<file path="src/rtl/bcd_to_binary.sv">
// Sequential 4-digit BCD to 14-bit binary converter (reverse double-dabble).
// One right shift plus per-nibble "subtract 3 if >= 8" correction per cycle, 14 cycles per result.
module bcd_to_binary (
    input  logic        clk,
    input  logic        rst,
    input  logic        start,
    input  logic [15:0] bcd,
    output logic [13:0] bin,
    output logic        ready,
    output logic        busy,
    output logic        err
);

    localparam int unsigned BCD_W   = 16;
    localparam int unsigned BIN_W   = 14;
    localparam int unsigned SR_W    = BCD_W + BIN_W;
    localparam int unsigned CNT_W   = 4;
    localparam int unsigned DIGITS  = 4;
    localparam logic [CNT_W-1:0] LAST_ITER = CNT_W'(BIN_W - 1);

    typedef enum logic [1:0] {
        IDLE    = 2'd0,
        CONVERT = 2'd1,
        DONE    = 2'd2
    } state_t;

    state_t            state;
    logic [SR_W-1:0]   sr;
    logic [CNT_W-1:0]  cnt;
    logic [SR_W-1:0]   sr_next_c;
    logic              bcd_bad_c;

    // Flags any input digit outside 0..9.
    always_comb begin
        bcd_bad_c = 1'b0;
        for (int i = 0; i < int'(DIGITS); i++) begin
            if (bcd[4*i +: 4] > 4'd9) begin
                bcd_bad_c = 1'b1;
            end
        end
    end

    // One iteration: shift right, then pull each BCD nibble back into range.
    always_comb begin
        sr_next_c = sr >> 1;
        for (int i = 0; i < int'(DIGITS); i++) begin
            if (sr_next_c[int'(BIN_W) + 4*i +: 4] >= 4'd8) begin
                sr_next_c[int'(BIN_W) + 4*i +: 4] = sr_next_c[int'(BIN_W) + 4*i +: 4] - 4'd3;
            end
        end
    end

    always_ff @(posedge clk) begin
        if (rst) begin
            state <= IDLE;
            sr    <= '0;
            cnt   <= '0;
            bin   <= '0;
            ready <= 1'b0;
            busy  <= 1'b0;
            err   <= 1'b0;
        end else begin
            case (state)
                IDLE, DONE: begin
                    if (start) begin
                        if (bcd_bad_c) begin
                            // Bad digit: report immediately, no conversion.
                            err   <= 1'b1;
                            bin   <= '0;
                            ready <= 1'b1;
                            busy  <= 1'b0;
                            state <= DONE;
                        end else begin
                            sr    <= {bcd, BIN_W'(0)};
                            cnt   <= '0;
                            ready <= 1'b0;
                            busy  <= 1'b1;
                            err   <= 1'b0;
                            state <= CONVERT;
                        end
                    end
                end
                CONVERT: begin
                    sr  <= sr_next_c;
                    cnt <= cnt + CNT_W'(1);
                    if (cnt == LAST_ITER) begin
                        bin   <= sr_next_c[BIN_W-1:0];
                        ready <= 1'b1;
                        busy  <= 1'b0;
                        state <= DONE;
                    end
                end
                default: begin
                    state <= IDLE;
                end
            endcase
        end
    end

endmodule

</file>
<file path="config.mk">
export PLATFORM = sky130hd
export DESIGN_NAME = bcd_to_binary
export DESIGN_NICKNAME = d
export VERILOG_FILES = /design/src/rtl/bcd_to_binary.sv
export SDC_FILE = /design/constraint.sdc
export NUM_CORES = 1
export LEC_CHECK = 0
export CORE_UTILIZATION = 30
export CTS_BUF_LIST = sky130_fd_sc_hd__clkbuf_2 sky130_fd_sc_hd__clkbuf_4 sky130_fd_sc_hd__clkbuf_8
export DETAILED_ROUTE_END_ITERATION = 10
export SLEW_MARGIN = 20
export SYNTH_ARGS = -nofsm -noshare
export SYNTH_HDL_FRONTEND = slang
export SYNTH_SLANG_ARGS = --single-unit
</file>
<file path="constraint.sdc">
create_clock -name clk -period 1.7 [get_ports clk]
set_input_delay 0.51 -clock clk [delete_from_list [all_inputs] [get_ports clk]]
set_output_delay 0.51 -clock clk [all_outputs]
set_load 0.05 [all_outputs]
</file>
==> results of run 1 <==
## sequential cells by signal, indices dropped and copies added, names as in the netlist
name / flops
bin: 14
busy: 1
cnt: 4
err: 1
ready: 1
sr: 29
state: 2
## per-stage QoR
stage	hold WS (ns)	total power, mW	worst slack (ns)
global route	0.490	2.59	-0.00392
finish	0.466	2.48	0.0384
global placement	0.444	1.72	-0.502
floorplan	0.436	1.50	0.0376
CTS	0.469	2.47	-0.0478
detailed placement	0.452	1.72	-0.570
## what timing repair did
action                     4_1_cts  5_1_grt
pin swaps                        6        6
setup endpoints to repair       49       48
resized for setup               23       25
setup buffers                    2        3
gates cloned                     1        0
## power breakdown
part           total [mW]  internal (mW)  switching (mW)
combinational       0.466          0.239           0.227
sequential           1.28           1.25          0.0311
clock               0.732          0.296           0.436
## metal layers
layer / wire length [um] / share of wire / GRT usage
met1: 2810 / 0.48 / 0.198
met2: 2830 / 0.48 / 0.254
met3: 210 / 0.036 / 0.0286
met4: 58 / 0.0098 / 0.0484
met5: 0 / 0 / 0
## worst reg2reg max path, stage by stage, from the launching register on
cell and delay [ns]:
dfxtp_4 0.41, buf_4 0.14, nand2b_1 0.14, o21a_1 0.24, o21bai_4 0.19, buf_12 0.13
buf_16 0.14, mux2i_1 0.11
## synthesized netlist by cell type, types with 2 or more instances
cell,instances
nand3_1,16
nand2b_1,3
a31o_2,4
inv_1,10
o21ai_0,24
nand2_1,54
o211ai_1,3
dfxtp_1,52
o2111ai_1,3
nor2b_1,4
a2111o_1,3
o31ai_1,2
nor2_1,6
buf_2,5
o21ai_1,4
a2111oi_0,3
or4_1,2
mux2i_1,14
xnor2_1,3
clkbuf_1,12
a311oi_1,6
ha_1,8
a31oi_1,3
xor2_1,3
a21oi_1,16
## cell families after synthesis
kind of cell / after synthesis / synth area share
DFF: 52 / 0.441
muxes: 14 / 0.0594
buffers and inverters: 29 / 0.0536
xor gates and xnor gates: 6 / 0.0223
AOI/OAI and AO/OA: 76 / 0.212
and+or+nand+nor: 90 / 0.169
adders and majority gates: 8 / 0.0424
## placed cells by master, fill, tap and decap left out, types with 5 or more instances in the layout
cell | Yosys | layout
nand2_1 | 54 | 54
dfxtp_1 | 52 | 51
buf_4 | 1 | 42
o21ai_0 | 24 | 24
buf_12 | 0 | 20
a21oi_1 | 16 | 16
nand3_1 | 16 | 16
mux2i_1 | 14 | 14
inv_1 | 10 | 10
ha_1 | 8 | 8
a311oi_1 | 6 | 6
clkdlybuf4s50_1 | 0 | 6
nor2_1 | 6 | 5
clkbuf_8 | 0 | 5
## cell type report
class	count	area [um2]	share of cell area
Sequential cell	52	1040	0.298
Clock inverter	3	22.5	0.00641
Tap cell	99	124	0.0353
Multi-Input combinational cell	194	1280	0.364
Timing Repair Buffer	84	935	0.266
Clock buffer	5	68.8	0.0196
Inverter	10	37.5	0.0107
## worst max-delay path by stage
stage / start / to / slack, ns / depth (start not counted)
finish: start / bin[1]$_SDFFE_PP0P_ / 0.04 / 8
detailed placement: bcd[6] / sr[14]$_SDFFE_PP0P_ / -0.57 / 6
global placement: bcd[6] / sr[22]$_SDFFE_PP0P_ / -0.50 / 6
CTS: start / sr[21]$_SDFFE_PP0P_ / -0.05 / 6
global route: start / bin[7]$_SDFFE_PP0P_ / -0.004 / 8
floorplan: bcd[14] / cnt[1]$_SDFFE_PP0P_ / 0.04 / 5
==> metrics.txt, run 1 <==
worst hold path type=reg2reg; final core occ=0.474; syn nets=302; I/O pins=36; hold path start=sr[8]$_SDFFE_PP0P_; r2r setup slk=0.10 ns; Max Slew Vio Count=0; Hold Crit Endpoint=sr[8]$_SDFFE_PP0P_; crit share post-route=0.977; P per Cell Area=705 nW/um2; CP Cell Sequence=clkdlybuf4s50_1 > buf_4 > nand2b_4 > o21a_1 > o21bai_4 > buf_12 > buf_16 > mux2i_1; Synth async-reset ratio=0; initial core utilization=0.318; syn_area_per_cell=around 8.6 um2; WHS Path Cells=2; DP Area=around 3300 um2; Design Area, Final=roughly 3500 um2; Layout Skew=~0.0038 ns; Worst slew margin=0.814; routability cong.=0.766; number of global-route vias before repair=2167; RR Startpoint=state[0]$_SDFFE_PP0P_; Via-to-Cell Ratio=roughly 4.9; Gate Count Post-Synth=275; CTS tree=yes; fraction of layout cells with a size suffix above 1=0.282; GRT Overall Usage=0.152; drt pass-1 iters=4; row count=31; FF+latch count, synth=52; crit path max fanout=8; R2R Path End=bin[1]$_SDFFE_PP0P_; final-stage net count=roughly 370; post-DP HPWL=around 4.2 mm; die width=about 91 um; Worst setup SP type=primary input; Port Buffers=35; depth of the CTS H-tree=2; ranking of synthesized cells by area=dfxtp_1, nand2_1, mux2i_1, o21ai_0, ha_1; post-synth cell types=37; Finished Layout Cells=447; Critical Path Max Stage Delay=roughly 0.5 ns; required time of the worst setup path=approximately 1.9 ns; r2r worst-path depth=7; Pleak=1.39 nW; post-synth top area cell=dfxtp_1; drt wl/cell=approximately 13 um; grt ovf=0; status=finished, final reports clean; Die Area=a little over 8000 um2; Max-cap violations=0; Arr. time, crit path=around 1.9 ns; global-route wire length before repair=about 10 mm; Worst path slowest cell=clkdlybuf4s50_1; Slew @ Worst Pin=0.278 ns; fillers=between 600 and 700; clk_lat worst skew=approximately 0.31 ns; CP Buf/Inv Count=4; Routed WL=roughly 5.9 mm; top-area cell type share of the netlist area=0.441; clock-pin slew on the worst setup and hold paths=roughly 0.10 ns; final setup TNS=0 ns; diode count=0; crit end category=flop; CTS Buf Count=5; Sink Count=52; via count=2198; post-synthesis sequential area ratio=0.441; hold buffers post-CTS=0; EDFF count, synth=0; Syn-to-layout area delta=48.9%; initial antenna violation count=0; largest net degree at the start of global routing=between 40 and 50; setup violators final=0; DRC violations left=0; Peak supply drop=319 uV; Post-Syn Area=between 2000 and 2500 um2; CTS Buffer Depth=2; dominant synthesized flop cell=dfxtp_1; critical path class=in2reg; Placed Instances=434; Iteration-0 DRC Markers=between 100 and 150; synth warn=0; DRT antenna net count=0; maximum clock rate=602 MHz; final hold vios=0; Top delay family on crit path=buffers and inverters; clock root cell=clkbuf_8; die height=approximately 91 um; core area=7410 um2; Period minus WS final=between 1.5 and 2 ns
Note: power is estimated with default switching activity, not from simulation.
==> run 2: changes to the inputs <==
--- a/config.mk
+++ b/config.mk
@@ -5,9 +5,10 @@
 export SDC_FILE = /design/constraint.sdc
 export NUM_CORES = 1
 export LEC_CHECK = 0
+export CAP_MARGIN = 25
 export CORE_UTILIZATION = 30
-export CTS_BUF_LIST = sky130_fd_sc_hd__clkbuf_2 sky130_fd_sc_hd__clkbuf_4 sky130_fd_sc_hd__clkbuf_8
 export DETAILED_ROUTE_END_ITERATION = 10
+export PLACE_DENSITY = 0.54
 export SLEW_MARGIN = 20
 export SYNTH_ARGS = -nofsm -noshare
 export SYNTH_HDL_FRONTEND = slang
==> run 2 against run 1 <==
  * Clock power is 1% lower
  * Cell count grew 0.45%
  * Critical endpoint is now cnt[2]$_SDFFE_PP0P_
  * Clock-buffer cell count is 1 higher
  * Critical path type unchanged
==> metrics.txt, run 2 (same netlist as run 1, synthesis figures left out) <==
status=finished, final reports clean; Max-cap violations=0; Syn-to-layout area delta=51.0%; Max Slew Vio Count=0; depth of the CTS H-tree=2; hold path start=sr[3]$_SDFFE_PP0P_; Placed Instances=~430; clock-pin slew on the worst setup and hold paths=roughly 0.10 ns; Largest regs=sr: 29 flops, bin: 14 flops, cnt: 4 flops; Arr. time, crit path=approximately 1.9 ns; via count=~2200; switching power total=0.702 mW; GRT Overall Usage=0.151; DP Area=3270 um2; Finished Layout Cells=approximately 450; Biggest register=sr; DRT antenna net count=0; crit share post-route=0.985; Iteration-0 DRC Markers=between 90 and 100; P per Cell Area=between 600 and 700 nW/um2; WHS Path Cells=2; drt wl/cell=13.5 um; Via-to-Cell Ratio=4.89; r2r setup slk=~0.11 ns; I/O pins=36; Sequential Power Share=0.513; Sink Count=52; CP Cell Sequence=dlygate4sd2_1 > o21ai_4 > buf_4 > a41oi_4 > or4_4 > a21oi_2; drt pass-1 iters=4; Pleak=~1.4 nW; final core occ=0.481; Worst slew margin=0.786; maximum clock rate=597 MHz; Worst setup SP type=primary input; hold buffers post-CTS=0; Period minus WS final=1.67 ns; fraction of layout cells with a size suffix above 1=0.289; die height=90.7 um; initial core utilization=0.318; clock power share=0.291; Worst path slowest cell=or4_4; Hold Crit Endpoint=sr[3]$_SDFFE_PP0P_; CTS tree=yes; routability cong.=0.773; unrepaired setup endpoints after global routing=yes; Gate power share=0.196; CTS Buf Count=5; post-DP HPWL=about 4.1 mm; Layout Skew=0.0137 ns; setup violators final=0; final-stage net count=~380; Peak supply drop=264 uV; RR Startpoint=state[0]$_SDFFE_PP0P_; commonest non-fill, non-tap cell in the layout=nand2_1; final hold vios=0; Slew @ Worst Pin=roughly 0.32 ns; internal cell power=1.79 mW; final setup TNS=0 ns; max reg flops=29; diode count=0; R2R Path End=sr[16]$_SDFFE_PP0P_; Sw Ratio=0.282; required time of the worst setup path=1.95 ns; initial antenna violation count=0; Critical Path Max Stage Delay=~0.51 ns; Design Area, Final=roughly 3600 um2; worst hold path type=reg2reg; Routed WL=roughly 6 mm; DRC violations left=0; crit end category=flop; crit path max fanout=6; Pwr Total=about 2.5 mW; r2r worst-path depth=5; grt ovf=0; clk_lat worst skew=around 0.32 ns; CTS Buffer Depth=2; global-route wire length before repair=9.88 mm; number of global-route vias before repair=2018; clock root cell=clkbuf_8; row count=31; critical path class=in2reg; core area=7410 um2; Die Area=about 8200 um2; most frequent cells in the layout=nand2_1, dfxtp_1, buf_4; largest net degree at the start of global routing=between 40 and 50; Port Buffers=35; die width=around 90 um
## run 2: cell types whose count changed in the layout (fill, tap and decap cells not counted), moves of 2 or more
cell             change
a21oi_1              -2
a21oi_2              +2
a311oi_1             -4
a311oi_2             +4
clkbuf_2             -3
clkdlybuf4s15_1      -2
dlygate4sd2_1        +7
## run 2: layer usage
layer | track usage | routed length, um | part of all wire | vias up
li1 | - | - | - | 1123
met1 | 0.201 | 3040 | 0.50 | 1032
met2 | 0.240 | 2790 | 0.46 | 35
met3 | 0.0278 | 149 | 0.025 | 5
met4 | 0.0605 | 66 | 0.011 | 0
met5 | 0 | 0 | 0 | -
## run 2: critical path, delay by kind of cell
kind,cells,cell delay (ns)
simple gates,1,0.51
buf+inv,2,0.41
compound gates,3,0.49
## run 2: area by class of cell
cell class	instances	area [um2]
fillers	706	3850
multi-input cells	194	1320
flip-flops and latches	52	1040
repair buffers	86	955
well taps	99	124
clock buffers	6	72.6
inverters	10	37.5
clock inverters	2	16.3
## run 2: how the worst max path moves through the flow
stage / start / to / slack, ns / cells past startpoint
6_report: bcd[2] / cnt[2]$_SDFFE_PP0P_ / 0.03 / 6
5_1_grt: bcd[2] / cnt[2]$_SDFFE_PP0P_ / -0.004 / 6
3_5_place_dp: bcd[2] / sr[22]$_SDFFE_PP0P_ / -0.70 / 6
2_1_floorplan: bcd[14] / cnt[1]$_SDFFE_PP0P_ / 0.04 / 5
3_3_place_gp: bcd[1] / sr[18]$_SDFFE_PP0P_ / -0.53 / 6
4_1_cts: bcd[1] / bin[10]$_SDFFE_PP0P_ / 0.02 / 8
## run 2: power groups by stage
stage | clock (mW) | combinational (mW) | sequential, mW
after floorplan | 0 | 0.189 | 1.31
after global placement | 0 | 0.412 | 1.31
after detailed placement | 0 | 0.416 | 1.31
after CTS | 0.750 | 0.477 | 1.28
after global routing | 0.796 | 0.524 | 1.28
final | 0.724 | 0.489 | 1.28
## run 2: through the flow
stage | hold WS [ns] | worst slack (ns)
after global placement | 0.444 | -0.533
final | 0.464 | 0.0259
after detailed placement | 0.451 | -0.699
after global routing | 0.485 | -0.00374
after floorplan | 0.436 | 0.0376
after CTS | 0.468 | 0.0234
## run 2: what timing repair did
| item | CTS | global route |
|---|---|---|
| pin swaps | 9 | 4 |
| setup endpoints to repair | 52 | 22 |
| setup buffers | 6 | 1 |
| resized for setup | 34 | 12 |
| cloned | 2 | 0 |
==> run 3: changes to the inputs <==
--- a/config.mk
+++ b/config.mk
@@ -5,10 +5,10 @@
 export SDC_FILE = /design/constraint.sdc
 export NUM_CORES = 1
 export LEC_CHECK = 0
-export CAP_MARGIN = 25
-export CORE_UTILIZATION = 30
+export CAP_MARGIN = 20
+export CORE_UTILIZATION = 48
 export DETAILED_ROUTE_END_ITERATION = 10
-export PLACE_DENSITY = 0.54
+export PLACE_DENSITY = 0.78
 export SLEW_MARGIN = 20
 export SYNTH_ARGS = -nofsm -noshare
 export SYNTH_HDL_FRONTEND = slang
==> run 3 against run 2 <==
  * Worst hold slack better by 0.0081 ns
  * Sequential share of layout area is 0.48 points higher
  * The flow now finishes with violations (negative setup slack)
  * Combinational power down 2%
  * Clock-buffer cell count decreased by 1
  * Worst setup slack lost 0.045 ns
  * Critical path depth shrank 1
  * Final area fell by 1.6%
  * Die area decreased by 37%
  * Via count grew 5.1%
  * Critical path type unchanged
  * Global-route usage increased by 11 points
==> metrics.txt, run 3 (same netlist as run 1, synthesis figures left out) <==
CP Buf/Inv Count=1; fraction of layout cells with a size suffix above 1=0.284; Layout Skew=between 0.006 and 0.007 ns; r2r setup slk=approximately 0.070 ns; pre-CTS setup slack=-0.693 ns; Arr. time, crit path=1.96 ns; Routed WL=about 6.7 mm; Sw Ratio=0.263; max reg flops=29; Max-cap violations=0; crit share post-route=1.01; final setup TNS=-0.0332 ns; Via-to-Cell Ratio=roughly 5.6; Largest regs=sr: 29 flops, bin: 14 flops, cnt: 4 flops; hold buffers post-CTS=0; Syn-to-layout area delta=48.5%; row count=25; Biggest register=sr; CTS tree=yes; Worst setup SP type=primary input; Worst path slowest cell=clkdlybuf4s50_1; most frequent cells in the layout=nand2_1, dfxtp_1, buf_4; WHS Path Cells=2; grt ovf=0; I/O pins=36; Worst slew margin=0.763; drt pass-1 iters=4; internal cell power=1.92 mW; failing checks=negative setup slack; die height=72.1 um; clock power share=0.325; worst hold path type=reg2reg; switching power total=0.686 mW; final-stage net count=374; crit path max fanout=9; GRT Overall Usage=0.261; post-DP HPWL=approximately 4.2 mm; WP depth=5; Peak supply drop=566 uV; Gate power share=0.184; routability cong.=0.876; CTS Buffer Depth=2; final worst slack=-0.0195 ns; DRT antenna net count=0; global-route wire length before repair=~10 mm; Die Area=around 5200 um2; unrepaired setup endpoints after global routing=yes; drt wl/cell=approximately 16 um; Sink Count=52; CTS Buf Count=5; die width=approximately 72 um; P per Cell Area=approximately 740 nW/um2; Slew @ Worst Pin=~0.36 ns; status=finished with violations; number of global-route vias before repair=roughly 2200; diode count=0; r2r worst-path depth=5; CP Cell Sequence=clkdlybuf4s50_1 > nor2b_4 > nor2_4 > or4_4 > a21oi_2; Sequential Power Share=0.491; clock-pin slew on the worst setup and hold paths=~0.10 ns; Pleak=1.38 nW; Max Slew Vio Count=0; largest net degree at the start of global routing=40; Port Buffers=35; core area=~4700 um2; Top delay family on crit path=simple AND/OR/NAND/NOR gates; setup violators final=7; Critical Path Max Stage Delay=0.50 ns; via count=2306; initial antenna violation count=0; initial core utilization=0.499; Period minus WS final=roughly 1.7 ns; critical path class=in2reg; clock root cell=clkbuf_8; commonest non-fill, non-tap cell in the layout=nand2_1; DRC violations left=0; required time of the worst setup path=1.94 ns; final hold vios=0; crit end category=flop; maximum clock rate=a little under 600 MHz; clk_lat worst skew=0.31 ns; Iteration-0 DRC Markers=138; depth of the CTS H-tree=2; fillers=320
-- run 3: final timing paths --
path | to | from
max reg2reg | sr[22]$_SDFFE_PP0P_ | state[0]$_SDFFE_PP0P_
min reg2reg | sr[6]$_SDFFE_PP0P_ | sr[6]$_SDFFE_PP0P_
min | sr[6]$_SDFFE_PP0P_ | sr[6]$_SDFFE_PP0P_
max | cnt[3]$_SDFFE_PP0P_ | start
-- run 3: per-layer routing --
metal	GRT usage	part of all wire	up-vias
li1	-	-	1117
met1	0.329	0.45	1124
met2	0.449	0.51	59
met3	0.0389	0.034	6
met4	0.105	0.013	0
met5	0	0	-
-- run 3: final cells by class --
cell class              instances  area [um2]  area share
well taps                      67        83.8      0.0239
inverters                      10        37.5      0.0107
clock buffers                   5        68.8      0.0196
flip-flops and latches         52        1040       0.297
repair buffers                 84         935       0.267
multi-input cells             194        1290       0.370
clock inverters                 3        42.5      0.0121
-- run 3: repair_timing --
action	CTS	global route
buffers inserted	5	2
endpoints found under the setup margin	50	21
gates cloned	1	0
pin swaps	8	8
gates resized for setup	27	17
-- run 3: power by group through the flow --
stage	Sequential, mW	Combinational, mW	Clock [mW]
global placement	1.30	0.401	0
detailed placement	1.31	0.413	0
global route	1.28	0.514	0.918
floorplan	1.31	0.189	0
finish	1.28	0.480	0.849
CTS	1.28	0.454	0.852
-- run 3: worst min-delay path: stages, from the launching register on --
cell	delay [ns]
dfxtp_1	0.32
nand2_1	0.05
o21ai_0	0.06
-- run 3: through the flow --
step / util / hold WS, ns / std cells / total power, mW / cell area, um2
floorplan: - / 0.436 / 275 / 1.50 / 2360
global placement: 0.684 / 0.444 / 400 / 1.70 / 3230
detailed placement: 0.684 / 0.450 / 400 / 1.72 / 3230
CTS: 0.730 / 0.464 / 414 / 2.58 / 3450
global route: 0.742 / 0.491 / 415 / 2.72 / 3500
finish: 0.742 / 0.472 / 415 / 2.61 / 3500
